**src/rtl/fpu_seq_pkg.sv**
```systemverilog
// Shared definitions for the FPU instruction sequencer: opcodes, instruction
// field positions and the controller state encoding.
package fpu_seq_pkg;

  localparam logic [1:0] OP_ADD = 2'b00;
  localparam logic [1:0] OP_SUB = 2'b01;
  localparam logic [1:0] OP_MUL = 2'b10;
  localparam logic [1:0] OP_DIV = 2'b11;

  localparam int FIELD_W  = 6;
  localparam int OP_HI    = 31;
  localparam int OP_LO    = 30;
  localparam int HALT_BIT = 29;
  localparam int DST_HI   = 17;
  localparam int DST_LO   = 12;
  localparam int SRCA_HI  = 11;
  localparam int SRCA_LO  = 6;
  localparam int SRCB_HI  = 5;
  localparam int SRCB_LO  = 0;

  typedef enum logic [3:0] {
    ST_IDLE,
    ST_FETCH,
    ST_DECODE,
    ST_RDA,
    ST_RDB,
    ST_LATB,
    ST_EXEC,
    ST_WB,
    ST_HALT
  } state_t;

endpackage

```
**src/rtl/fpu_instr_decode.sv**
```systemverilog
// Combinational split of a latched instruction word into its fields.
module fpu_instr_decode
  import fpu_seq_pkg::*;
(
  input  logic [31:0]        ir,
  output logic [1:0]         op,
  output logic               halt,
  output logic [FIELD_W-1:0] dst,
  output logic [FIELD_W-1:0] srca,
  output logic [FIELD_W-1:0] srcb
);

  assign op   = ir[OP_HI:OP_LO];
  assign halt = ir[HALT_BIT];
  assign dst  = ir[DST_HI:DST_LO];
  assign srca = ir[SRCA_HI:SRCA_LO];
  assign srcb = ir[SRCB_HI:SRCB_LO];

  // Bits 28..18 carry no meaning and are dropped.
  logic unused_bits;
  assign unused_bits = ^ir[28:18];

endmodule

```
**src/rtl/fpu_sequencer.sv**
```systemverilog
// Instruction-driven controller feeding the `operation` FPU from data memory.
// Optional retired-instruction counter enabled by defining FPU_SEQ_INSTR_CNT_EN.
module fpu_sequencer
  import fpu_seq_pkg::*;
#(
  parameter int IADDR_W  = 8,
  parameter int DADDR_W  = 6,
  parameter int EXEC_LAT = 2
) (
  input  logic               clk,
  input  logic               rst_n,
  input  logic               start,
  output logic               busy,
  output logic               done,
  output logic [IADDR_W-1:0] imem_addr,
  input  logic [31:0]        imem_rdata,
  output logic [DADDR_W-1:0] dmem_addr,
  input  logic [63:0]        dmem_rdata,
  output logic               dmem_we,
  output logic [63:0]        dmem_wdata,
  output logic               fpu_enable,
  output logic [63:0]        fpu_a,
  output logic [63:0]        fpu_b,
  output logic [1:0]         fpu_op,
  input  logic [63:0]        fpu_c,
  output logic [31:0]        instr_count
);

  localparam int LAT_W = (EXEC_LAT > 1) ? $clog2(EXEC_LAT) : 1;

  state_t              state_reg, state_next;
  logic [IADDR_W-1:0]  pc_reg;
  logic [31:0]         ir_reg;
  logic [63:0]         a_reg, b_reg;
  logic [LAT_W-1:0]    lat_cnt_reg;
  logic                lat_last;

  logic [1:0]          dec_op;
  logic                dec_halt;
  logic [FIELD_W-1:0]  dec_dst, dec_srca, dec_srcb;

  fpu_instr_decode u_decode (
    .ir   (ir_reg),
    .op   (dec_op),
    .halt (dec_halt),
    .dst  (dec_dst),
    .srca (dec_srca),
    .srcb (dec_srcb)
  );

  assign lat_last   = (lat_cnt_reg == LAT_W'(EXEC_LAT - 1));
  assign imem_addr  = pc_reg;
  assign fpu_a      = a_reg;
  assign fpu_b      = b_reg;
  assign fpu_op     = dec_op;

  always_ff @(posedge clk or negedge rst_n) begin
    if (!rst_n) state_reg <= ST_IDLE;
    else        state_reg <= state_next;
  end

  always_comb begin
    state_next = state_reg;
    busy       = 1'b1;
    done       = 1'b0;
    dmem_addr  = '0;
    dmem_we    = 1'b0;
    dmem_wdata = '0;
    fpu_enable = 1'b0;
    case (state_reg)
      ST_IDLE: begin
        busy = 1'b0;
        if (start) state_next = ST_FETCH;
      end
      ST_FETCH:  state_next = ST_DECODE;
      // Halt is decided from the fresh memory word, in parallel with latching ir.
      ST_DECODE: state_next = imem_rdata[HALT_BIT] ? ST_HALT : ST_RDA;
      ST_RDA: begin
        dmem_addr  = dec_srca[DADDR_W-1:0];
        state_next = ST_RDB;
      end
      ST_RDB: begin
        dmem_addr  = dec_srcb[DADDR_W-1:0];
        state_next = ST_LATB;
      end
      ST_LATB:   state_next = ST_EXEC;
      ST_EXEC: begin
        fpu_enable = 1'b1;
        if (lat_last) state_next = ST_WB;
      end
      ST_WB: begin
        fpu_enable = 1'b1;
        dmem_we    = 1'b1;
        dmem_addr  = dec_dst[DADDR_W-1:0];
        dmem_wdata = fpu_c;
        state_next = ST_FETCH;
      end
      ST_HALT: begin
        busy = 1'b0;
        done = 1'b1;
        if (start) state_next = ST_FETCH;
      end
      default:   state_next = ST_IDLE;
    endcase
  end

  always_ff @(posedge clk or negedge rst_n) begin
    if (!rst_n) begin
      pc_reg      <= '0;
      ir_reg      <= '0;
      a_reg       <= '0;
      b_reg       <= '0;
      lat_cnt_reg <= '0;
    end else begin
      case (state_reg)
        ST_IDLE, ST_HALT: if (start) pc_reg <= '0;
        ST_DECODE:        ir_reg <= imem_rdata;
        ST_RDB:           a_reg  <= dmem_rdata;
        ST_LATB:          b_reg  <= dmem_rdata;
        ST_EXEC:          lat_cnt_reg <= lat_last ? '0 : lat_cnt_reg + 1'b1;
        ST_WB:            pc_reg <= pc_reg + 1'b1;
        default: ;
      endcase
    end
  end

`ifdef FPU_SEQ_INSTR_CNT_EN
  logic [31:0] count_reg;

  always_ff @(posedge clk or negedge rst_n) begin
    if (!rst_n) begin
      count_reg <= '0;
    end else if ((state_reg == ST_IDLE || state_reg == ST_HALT) && start) begin
      count_reg <= '0;
    end else if (state_reg == ST_WB && count_reg != 32'hFFFF_FFFF) begin
      count_reg <= count_reg + 32'd1;
    end
  end

  assign instr_count = count_reg;
`else
  assign instr_count = '0;
`endif

endmodule

```
**config.mk**
```make
export PLATFORM = sky130hd
export DESIGN_NAME = fpu_sequencer
export DESIGN_NICKNAME = d
export VERILOG_FILES = /design/src/rtl/fpu_seq_pkg.sv /design/src/rtl/fpu_instr_decode.sv /design/src/rtl/fpu_sequencer.sv
export SDC_FILE = /design/constraint.sdc
export NUM_CORES = 1
export LEC_CHECK = 0
export BUFFER_PORTS_ARGS = -buffer_cell sky130_fd_sc_hd__buf_2
export CAP_MARGIN = 20
export CORE_AREA = 2 2 157 159
export CTS_BUF_LIST = sky130_fd_sc_hd__clkbuf_16
export DETAILED_ROUTE_END_ITERATION = 8
export DIE_AREA = 0 0 159 161
export PLACE_DENSITY_LB_ADDON = 0.08
export REMOVE_ABC_BUFFERS = 1
export SLEW_MARGIN = 10
export SYNTH_ARGS = -nofsm -noshare
export SYNTH_HDL_FRONTEND = slang
export SYNTH_SLANG_ARGS = --single-unit
```
**constraint.sdc**
```tcl
create_clock -name clk -period 1.8 [get_ports clk]
set_input_delay 0.18 -clock clk [delete_from_list [all_inputs] [get_ports clk]]
set_output_delay 0.18 -clock clk [all_outputs]
set_load 0.02 [all_outputs]
```
==> impl_metrics.ini, run 1 <==
[outcome]
status = complete, but fails checks
violations = setup timing

[placement]
portBuffers = 363
place.gp.congestion = 0.896
dp_hpwl_mm = 16.2

[logic_synthesis]
synthesis.area_mm2 = 0.00700
yosys.area.top_type = dfrtp_1
yosysWarnings = 0
avgSynthCellArea_um2 = 13.9
synth.top_cell.area_share_pct = 57.5
post-synth-top-count-cell = dfrtp_1
synth-seq-area-share_pct = 57.5
async_flop_share_pct = 100
synth_flop_cell = dfrtp_1
yosys-top-cells-area = dfrtp_1 58%, mux2_2 21%, and2_1 5.7%, buf_4 4.2%, mux2_1 2.7%
yosys-top-cells-count = 161 x dfrtp_1, 131 x mux2_2, 64 x and2_1
ys_ff_latch = 161
synth_edf_count = 0
post_synth_num_cell_types = 37
synthCells = 504

[route]
ant_nets = 0
wirelength_mm = 22.3
drt_iter0_drc = 150
wl_per_cell_um = 16.8
dr.pass1.iters = 4
via_per_inst = 4.32
drc = 0
dr_total_vias = 5718

[critical_path]
required_ns = 1.62
crit_slowest_cell = dfrtp_1
arrival_ns = 1.88
end_kind = primary output
path_max_fanout = 5
crit_chain = nor4b_4, buf_4, buf_6, a222oi_1, inv_1, buf_6
startpoint_type = flip-flop
slowest_delay_ns = 0.43
crit_type = flip-flop to primary output
crit_path_frequent_cell = buf_6

[floorplanning]
die_area_mm2 = 0.0256
ios = 407
start_util_pct = 29.2
die_w_um = 159
die_h_um = 161
rows = 57
core_area_mm2 = 0.0240

[final_layout]
final_util_pct = 46.5
final_layout_size_suffix_gt1_share_pct = 58.7
syn_to_final_growth_pct = 59.0
nNetsFinal = 1151

[clocking]
cts.clk_slew.worst_paths_ns = 0.07
tritoncts = done
cts_htree_levels = 4
cts-root-buf = clkbuf_16
clk_latency_ns = 0.42
cts_buffers = 17
cts_buffer_depth = 2
cts_sinks = 161

[sta]
fmax_mhz = 486
worst_pin_slew_ns = 0.526
fin_ws_ns = -0.256
clock_skew_ns = 0.0107
min_period_ns = 2.06
hold_viol_final = 0
final_max_slew_viol_count = 0
relSlewSlack_pct = 64.9
period_share_pct = 114
rsz0062_at_grt = yes
setup_violations = 84

[hold_path]
hold_class = primary input to flip-flop

[grt]
antenna_found_initial = 3
grtUsageTotal_pct = 16.7
grt_max_degree = 55
grt_pass1_wl_mm = 33.3
grt_pass1_vias = 6123
overflow = 0

[power]
power-per-cell-area_mw_per_mm2 = 1760
ir_drop_mv = 0.944
p_leak_nw = 5.62
total_power_mw = 19.6

[run]
cap_violations = 0
-- cell usage in the layout (no fill, tap or decap), types with 2 or more instances in the layout --
cell type,Yosys,routed
clkbuf_16,0,20
a21oi_1,2,2
mux2_1,17,17
clkinvlp_4,0,2
buf_2,7,349
and2_1,64,61
dlygate4sd3_1,0,82
inv_6,0,6
buf_4,39,33
and2_4,0,3
inv_8,0,4
dfrtp_1,161,158
mux2i_1,4,4
mux2_4,0,26
xor2_1,2,2
nand2_1,10,10
nor4b_4,1,2
buf_6,7,11
conb_1,1,32
nor2_1,4,4
buf_12,0,11
o21ai_0,3,3
nand2b_1,2,2
o211ai_1,2,2
a222oi_1,6,6
nand3_1,6,6
dfrtp_2,0,3
mux2_2,131,105
buf_16,0,2
inv_1,10,9
buf_8,0,3
-- routing by layer --
| layer | wire length (um) | vias up | global-route usage (%) |
|---|---|---|---|
| met3 | 1560 | 31 | 5.73 |
| met4 | 649 | 2 | 6.90 |
| met2 | 12400 | 236 | 31.9 |
| met1 | 7700 | 2807 | 16.3 |
| li1 | - | 2642 | - |
| met5 | 12 | - | 0 |
-- layout make-up --
| class | instances | area [um2] |
|---|---|---|
| antenna | 1 | 2.50 |
| timing repair buffer | 494 | 3330 |
| multi-input combinational | 303 | 2760 |
| tap | 324 | 405 |
| inverter | 10 | 40.0 |
| clock buffer | 17 | 425 |
| fill | 2211 | 12800 |
| sequential | 161 | 4030 |
| clock inverter | 15 | 138 |
-- worst paths after layout --
| check | start | to | slack, ns | cells after the start |
|---|---|---|---|---|
| min | start | state_reg[3] | 0.02 | 2 |
| max reg2reg | state_reg[0] | fpu_b[40] | -0.02 | 7 |
| max | state_reg[2] | dmem_addr[3] | -0.26 | 6 |
| min in group asynchronous | rst_n | fpu_a[13] | 0.28 | 2 |
| min reg2reg | imem_addr[7] | imem_addr[7] | 0.47 | 1 |
| max in group asynchronous | rst_n | fpu_b[33] | 0.79 | 3 |
-- report_power, final --
group / switching, mW / internal, mW / total (mW)
clock: 1.63 / 1.83 / 3.46
combinational: 5.10 / 4.69 / 9.79
sequential: 0.952 / 5.44 / 6.39
-- worst max-delay path: cells and delay by family, from the launching register on --
family | cells | cell delay, ns
buf+inv | 4 | 0.55
simple gates | 1 | 0.16
flops | 1 | 0.43
compound gates | 1 | 0.33
-- repair_timing --
action,CTS,global route
hold buffers,79,3
setup buffers,8,5
pin swaps,5,5
cloned,2,4
gates resized for setup,31,35
hold endpoints to repair,178,4
endpoints found under the setup margin,107,164
-- through the flow --
step                hold WS (ns)  area [um2]  worst slack [ns]  TNS (ns)  std cells
finish                    0.0191       11100            -0.256    -10.69       1325
global route             0.00389       11100            -0.362    -21.52       1325
CTS                    0.0000930       10800            -0.293    -15.61       1312
detailed placement         0.169        9260           -0.0235    -0.427       1191
global placement           0.166        9260            0.0166         0       1191
floorplan                 -0.116        6680             -4.30   -427.91        474
-- cell families (layout without fill, tap and decap cells) --
| group | count (synthesis) | count (layout) | share of synthesized area (%) |
|---|---|---|---|
| other | 1 | 33 | 0.0535 |
| AO/OA/AOI/OAI | 17 | 17 | 1.93 |
| adder cells (fa/ha/maj) | 1 | 1 | 0.179 |
| AND/OR/NAND/NOR | 99 | 99 | 8.93 |
| multiplexers | 152 | 152 | 24.4 |
| buffers and inverters | 71 | 536 | 6.77 |
| flip-flops | 161 | 161 | 57.5 |
| XOR/XNOR | 2 | 2 | 0.250 |
No activity file was read; power rests on OpenSTA's default activity.
==> run 2: changes to the inputs <==
Settings changed: BUFFER_PORTS_ARGS -buffer_cell sky130_fd_sc_hd__buf_2 to default, CAP_MARGIN 20 to default, CORE_AREA 2 2 157 159 to 2 2 160 162, DIE_AREA 0 0 159 161 to 0 0 162 164, DONT_BUFFER_PORTS from default to 1, SETUP_SLACK_MARGIN from default to 0.5.
==> run 2 against run 1 <==
The flow finishes with violations (hold timing, setup timing). Routed wire length shrank 7.8%. Clock skew hardly changed. Non-clock buffer count fell by 357. Combinational power fell by 41%. Sequential share of layout area up 6.0 points. Clock power rose by 7.8%.
==> impl_metrics.ini, run 2 (synthesis results as in run 1) <==
[outcome]
status = complete, but fails checks
violations = hold timing, setup timing

[route]
drt_iter0_drc = 179
ant_nets = 0
wirelength_mm = 20.5
drc = 0
dr_total_vias = 4469
via_per_inst = 4.56
wl_per_cell_um = 21.0
dr.pass1.iters = 5

[clocking]
cts_sinks = 161
cts_htree_levels = 4
cts.clk_slew.worst_paths_ns = 0.07
cts_buffer_depth = 2
cts_buffers = 17
tritoncts = done
clk_latency_ns = 0.43
cts-root-buf = clkbuf_16
holdBufCountCts = 86

[critical_path]
cpLargestDelayFamily = buffers and inverters
end_kind = primary output
rr_endpoint = fpu_b[19]
crit_chain = buf_12, nor4bb_4, buf_6, a222oi_1, inv_1
r2r_slack_ns = -0.07
required_ns = 1.62
arrival_ns = 1.78
slowest_delay_ns = 0.47
crit_buf_inv = 3
r2r-start = state_reg[1]
startpoint_type = flip-flop
path_max_fanout = 5
crit_slowest_cell = dfrtp_2
r2r_cells = 8
crit_type = flip-flop to primary output

[sta]
hold_viol_final = 161
final_max_slew_viol_count = 0
setup_violations = 102
fin_setup_tns_ns = -2.94
fmax_mhz = 511
rsz0062_at_grt = yes
fin_hold_ws_ns = -0.556
period_share_pct = 109
clock_skew_ns = 0.0108
min_period_ns = 1.96
fin_ws_ns = -0.157

[grt]
grt_max_degree = 162
grt_pass1_vias = 4782
grt_pass1_wl_mm = 29.7
grt_util_met2_pct = 28.6
grt_busiest_layer = met2
use_met1_pct = 15.0
antenna_found_initial = 7
grtUsageTotal_pct = 15.2
use_met3_pct = 4.90
overflow = 0

[power]
comb_power_share_pct = 31.5
internal_power_mw = 10.9
ir_drop_mv = 0.879
p_sw_mw = 7.33
total_power_mw = 18.2
power_frac_seq_pct = 48.1
clock_power_share_pct = 20.5
p_leak_nw = 4.15
power-per-cell-area_mw_per_mm2 = 1910
switching_share_pct = 40.2

[final_layout]
syn_to_final_growth_pct = 36.5
nNetsFinal = 794
layout_commonest_cell = dfrtp_1
final_layout_size_suffix_gt1_share_pct = 45.1
layout_common_cells = 157 x dfrtp_1, 120 x mux2_2, 86 x dlygate4sd3_1

[floorplanning]
core_area_mm2 = 0.0248
die_h_um = 164
start_util_pct = 28.2
ios = 407
die_area_mm2 = 0.0266
die_w_um = 162
rows = 58

[placement]
place.gp.congestion = 0.736
portBuffers = 0
dp_hpwl_mm = 14.2

[hold_path]
hold_class = primary input to asynchronous set/reset pin

[run]
cap_violations = 0
## run 2: changes by cell type in the layout (fill, tap and decap cells not counted), sizes merged
cell / delta
buf: -360
bufbuf: +1
bufinv: +1
clkbuf: -2
clkinv: +4
clkinvlp: -1
diode: +5
dlygate4sd3: +4
inv: -4
## run 2: cell type report
| type | count | area, um2 |
|---|---|---|
| fill | 2373 | 15300 |
| sequential | 161 | 4030 |
| multi-input combinational | 303 | 2840 |
| timing repair buffer | 137 | 1590 |
| clock buffer | 17 | 425 |
| tap | 330 | 413 |
| clock inverter | 15 | 193 |
| inverter | 10 | 45.0 |
| antenna | 6 | 15.0 |
## run 2: how the worst max path moves through the flow
stage	start	end	slack, ns	cells past startpoint
3_3_place_gp	state_reg[2]	fpu_a[8]	0.05	3
5_1_grt	state_reg[0]	dmem_addr[2]	-0.33	5
3_5_place_dp	state_reg[2]	fpu_a[45]	0.02	3
2_1_floorplan	state_reg[1]	fpu_b[0]	-4.30	3
4_1_cts	state_reg[3]	dmem_addr[4]	-0.22	5
6_report	state_reg[2]	dmem_addr[4]	-0.16	5
## run 2: what timing repair did
action,CTS,global route
pin swaps,8,5
buffers inserted,9,6
gates cloned,5,1
gates resized for setup,122,35
endpoints found under the hold margin,312,161
endpoints found under the setup margin,233,233
## run 2: through the flow
step	utilization, %	instance area, um2	setup slack [ns]	instances
after floorplan	-	6680	-4.30	474
after global routing	38.5	9560	-0.326	977
after global placement	29.9	7420	0.0527	834
after detailed placement	29.9	7420	0.0166	834
after CTS	37.7	9360	-0.218	966
final	38.5	9560	-0.157	979
## run 2: power by group through the flow
| stage | combinational (mW) | clock [mW] | sequential [mW] |
|---|---|---|---|
| 6_report | 5.74 | 3.73 | 8.77 |
| 5_1_grt | 6.21 | 4.05 | 9.01 |
| 4_1_cts | 5.47 | 3.86 | 8.80 |
| 3_5_place_dp | 4.55 | 0 | 8.84 |
| 3_3_place_gp | 4.40 | 0 | 8.85 |
| 2_1_floorplan | 3.36 | 0 | 8.26 |
## run 2: metal layers
layer  wire, um  share of wire [%]
met1       6750                 33
met2      11600                 56
met4        590                2.9
met3       1600                7.8
met5          0                  0
## run 2: worst register-to-register path, delay by kind of cell (launching register included)
family,cells,cell delay [ns]
buffers and inverters,5,0.63
DFF,1,0.44
muxes,1,0.32
and+or+nand+nor,2,0.36
==> run 3: changes to the inputs <==
Settings changed: PLACE_DENSITY_LB_ADDON 0.08 to default, SETUP_SLACK_MARGIN 0.5 to default.
==> run 3 against run 2 <==
The flow still finishes with violations (hold timing, setup timing). Clock power decreased by 3%. Die area stayed put. Routed wire length grew 8.6%. Combinational power increased by 16%. Setup slack worse by 0.38 ns. Critical path depth increased by 1. Via count up 4.0%. Sequential share of layout area decreased by 2.0 points. Non-clock buffer count is 26 higher. First-iteration DRC count decreased by 27%. Global-route usage increased by 0.82 points.
==> impl_metrics.ini, run 3 (synthesis results as in run 1) <==
[outcome]
status = complete, but fails checks
violations = hold timing, setup timing

[final_layout]
syn_to_final_growth_pct = 43.2
layout_commonest_cell = dfrtp_1
final_cells = 1004
layout_common_cells = 158 x dfrtp_1, 119 x mux2_2, 86 x dlygate4sd3_1
n_fill_cell = 2249
nNetsFinal = 820
design_area_mm2 = 0.0100
final_layout_size_suffix_gt1_share_pct = 48.6

[critical_path]
crit_type = flip-flop to primary output
crit_slowest_cell = a222oi_1
arrival_ns = 2.16
crit_buf_inv = 4
startpoint_type = flip-flop
path_max_fanout = 4
end_kind = primary output
crit_chain = buf_12, nor4b_4, buf_6, a222oi_1, inv_1, buf_6
slowest_delay_ns = 0.68
cpLargestDelayFamily = compound AO/OA/AOI/OAI gates
crit_path_frequent_cell = buf_6
required_ns = 1.62

[grt]
antenna_found_initial = 5
grtUsageTotal_pct = 16.0
grt_pass1_wl_mm = 31.5
grt_max_degree = 162
grt_pass1_vias = 5117
overflow = 0

[clocking]
cts-root-buf = clkbuf_16
holdBufCountCts = 86
cts.clk_slew.worst_paths_ns = 0.08
cts_buffer_depth = 2
clk_latency_ns = 0.42
cts_buffers = 17
cts_htree_levels = 4
tritoncts = done
cts_sinks = 161

[route]
drc = 0
wirelength_mm = 22.3
drt_iter0_drc = 131
via_per_inst = 4.63
ant_nets = 0
dr.pass1.iters = 4
wl_per_cell_um = 22.2
dr_total_vias = 4647

[sta]
fin_setup_tns_ns = -38.55
worst_pin_slew_ns = 0.808
hold_viol_final = 161
clock_skew_ns = 0.0190
fin_hold_ws_ns = -0.554
fmax_mhz = 428
period_share_pct = 130
final_max_slew_viol_count = 0
rsz0062_at_grt = yes
setup_violations = 200
fin_ws_ns = -0.537
relSlewSlack_pct = 46.1
min_period_ns = 2.34

[hold_path]
hold_class = primary input to asynchronous set/reset pin

[placement]
portBuffers = 0
placedCellCount = 835
post_dp_cell_area_mm2 = 0.00742
place.gp.congestion = 0.794
dp_hpwl_mm = 14.3

[floorplanning]
rows = 58
die_h_um = 164
ios = 407
die_area_mm2 = 0.0266
die_w_um = 162
core_area_mm2 = 0.0248
start_util_pct = 28.2

[power]
p_leak_nw = 4.38
power-per-cell-area_mw_per_mm2 = 1900
ir_drop_mv = 0.802
total_power_mw = 19.0

[run]
cap_violations = 0
-- run 3: timing repair --
| action | in CTS | in global routing |
|---|---|---|
| pin swaps | 56 | 23 |
| hold endpoints to repair | 313 | 161 |
| cloned | 11 | 4 |
| setup buffers | 29 | 12 |
| setup endpoints to repair | 200 | 205 |
| gates resized for setup | 206 | 34 |
-- run 3: path summary, 6_finish.rpt --
| path | startpoint | depth (start not counted) | endpoint | slack (ns) |
|---|---|---|---|---|
| max | state_reg[1] | 6 | dmem_addr[0] | -0.54 |
| min | rst_n | 0 | fpu_a[10] | -0.55 |
| max reg2reg | state_reg[1] | 9 | fpu_b[24] | -0.25 |
| min reg2reg | lat_cnt_reg | 1 | lat_cnt_reg | 0.48 |
| max in group asynchronous | rst_n | 0 | ir_reg[8] | 2.13 |
| min in group clk | imem_rdata[29] | 3 | state_reg[0] | 0.06 |
-- run 3: where the power goes --
group / total, mW / switching, mW / internal, mW
clock: 3.60 / 1.64 / 1.95
combinational: 6.68 / 2.66 / 4.02
sequential: 8.77 / 3.34 / 5.43
total: 19.0 / 7.65 / 11.4
-- run 3: final cells by class --
class                      count  area [um2]  area share (%)
inverter                      10        45.0           0.449
antenna                        5        12.5           0.125
tap                          330         413            4.12
timing repair buffer         163        2020            20.2
sequential                   161        4030            40.2
clock buffer                  17         425            4.24
multi-input combinational    303        2930            29.2
clock inverter                15         151            1.51
-- run 3: per-layer routing --
| layer | vias up | GRT usage, % | wire length, um |
|---|---|---|---|
| met5 | - | 0 | 0 |
| met4 | 0 | 7.36 | 570 |
| met3 | 25 | 4.67 | 1430 |
| met2 | 247 | 30.8 | 12800 |
| met1 | 2395 | 15.7 | 7510 |
| li1 | 1980 | - | - |
-- run 3: stage by stage --
stage          utilization, %  worst slack (ns)
2_1_floorplan               -             -4.30
3_3_place_gp             29.9            -0.347
3_5_place_dp             29.9            -0.380
4_1_cts                  39.7            -0.596
5_1_grt                  40.4            -0.618
6_report                 40.4            -0.537
-- run 3: worst reg2reg max path, delay by kind of cell, from the launching register on --
kind          cells  cell delay, ns
buf+inv           6            0.80
flops             1            0.47
mux               1            0.33
simple gates      2            0.33
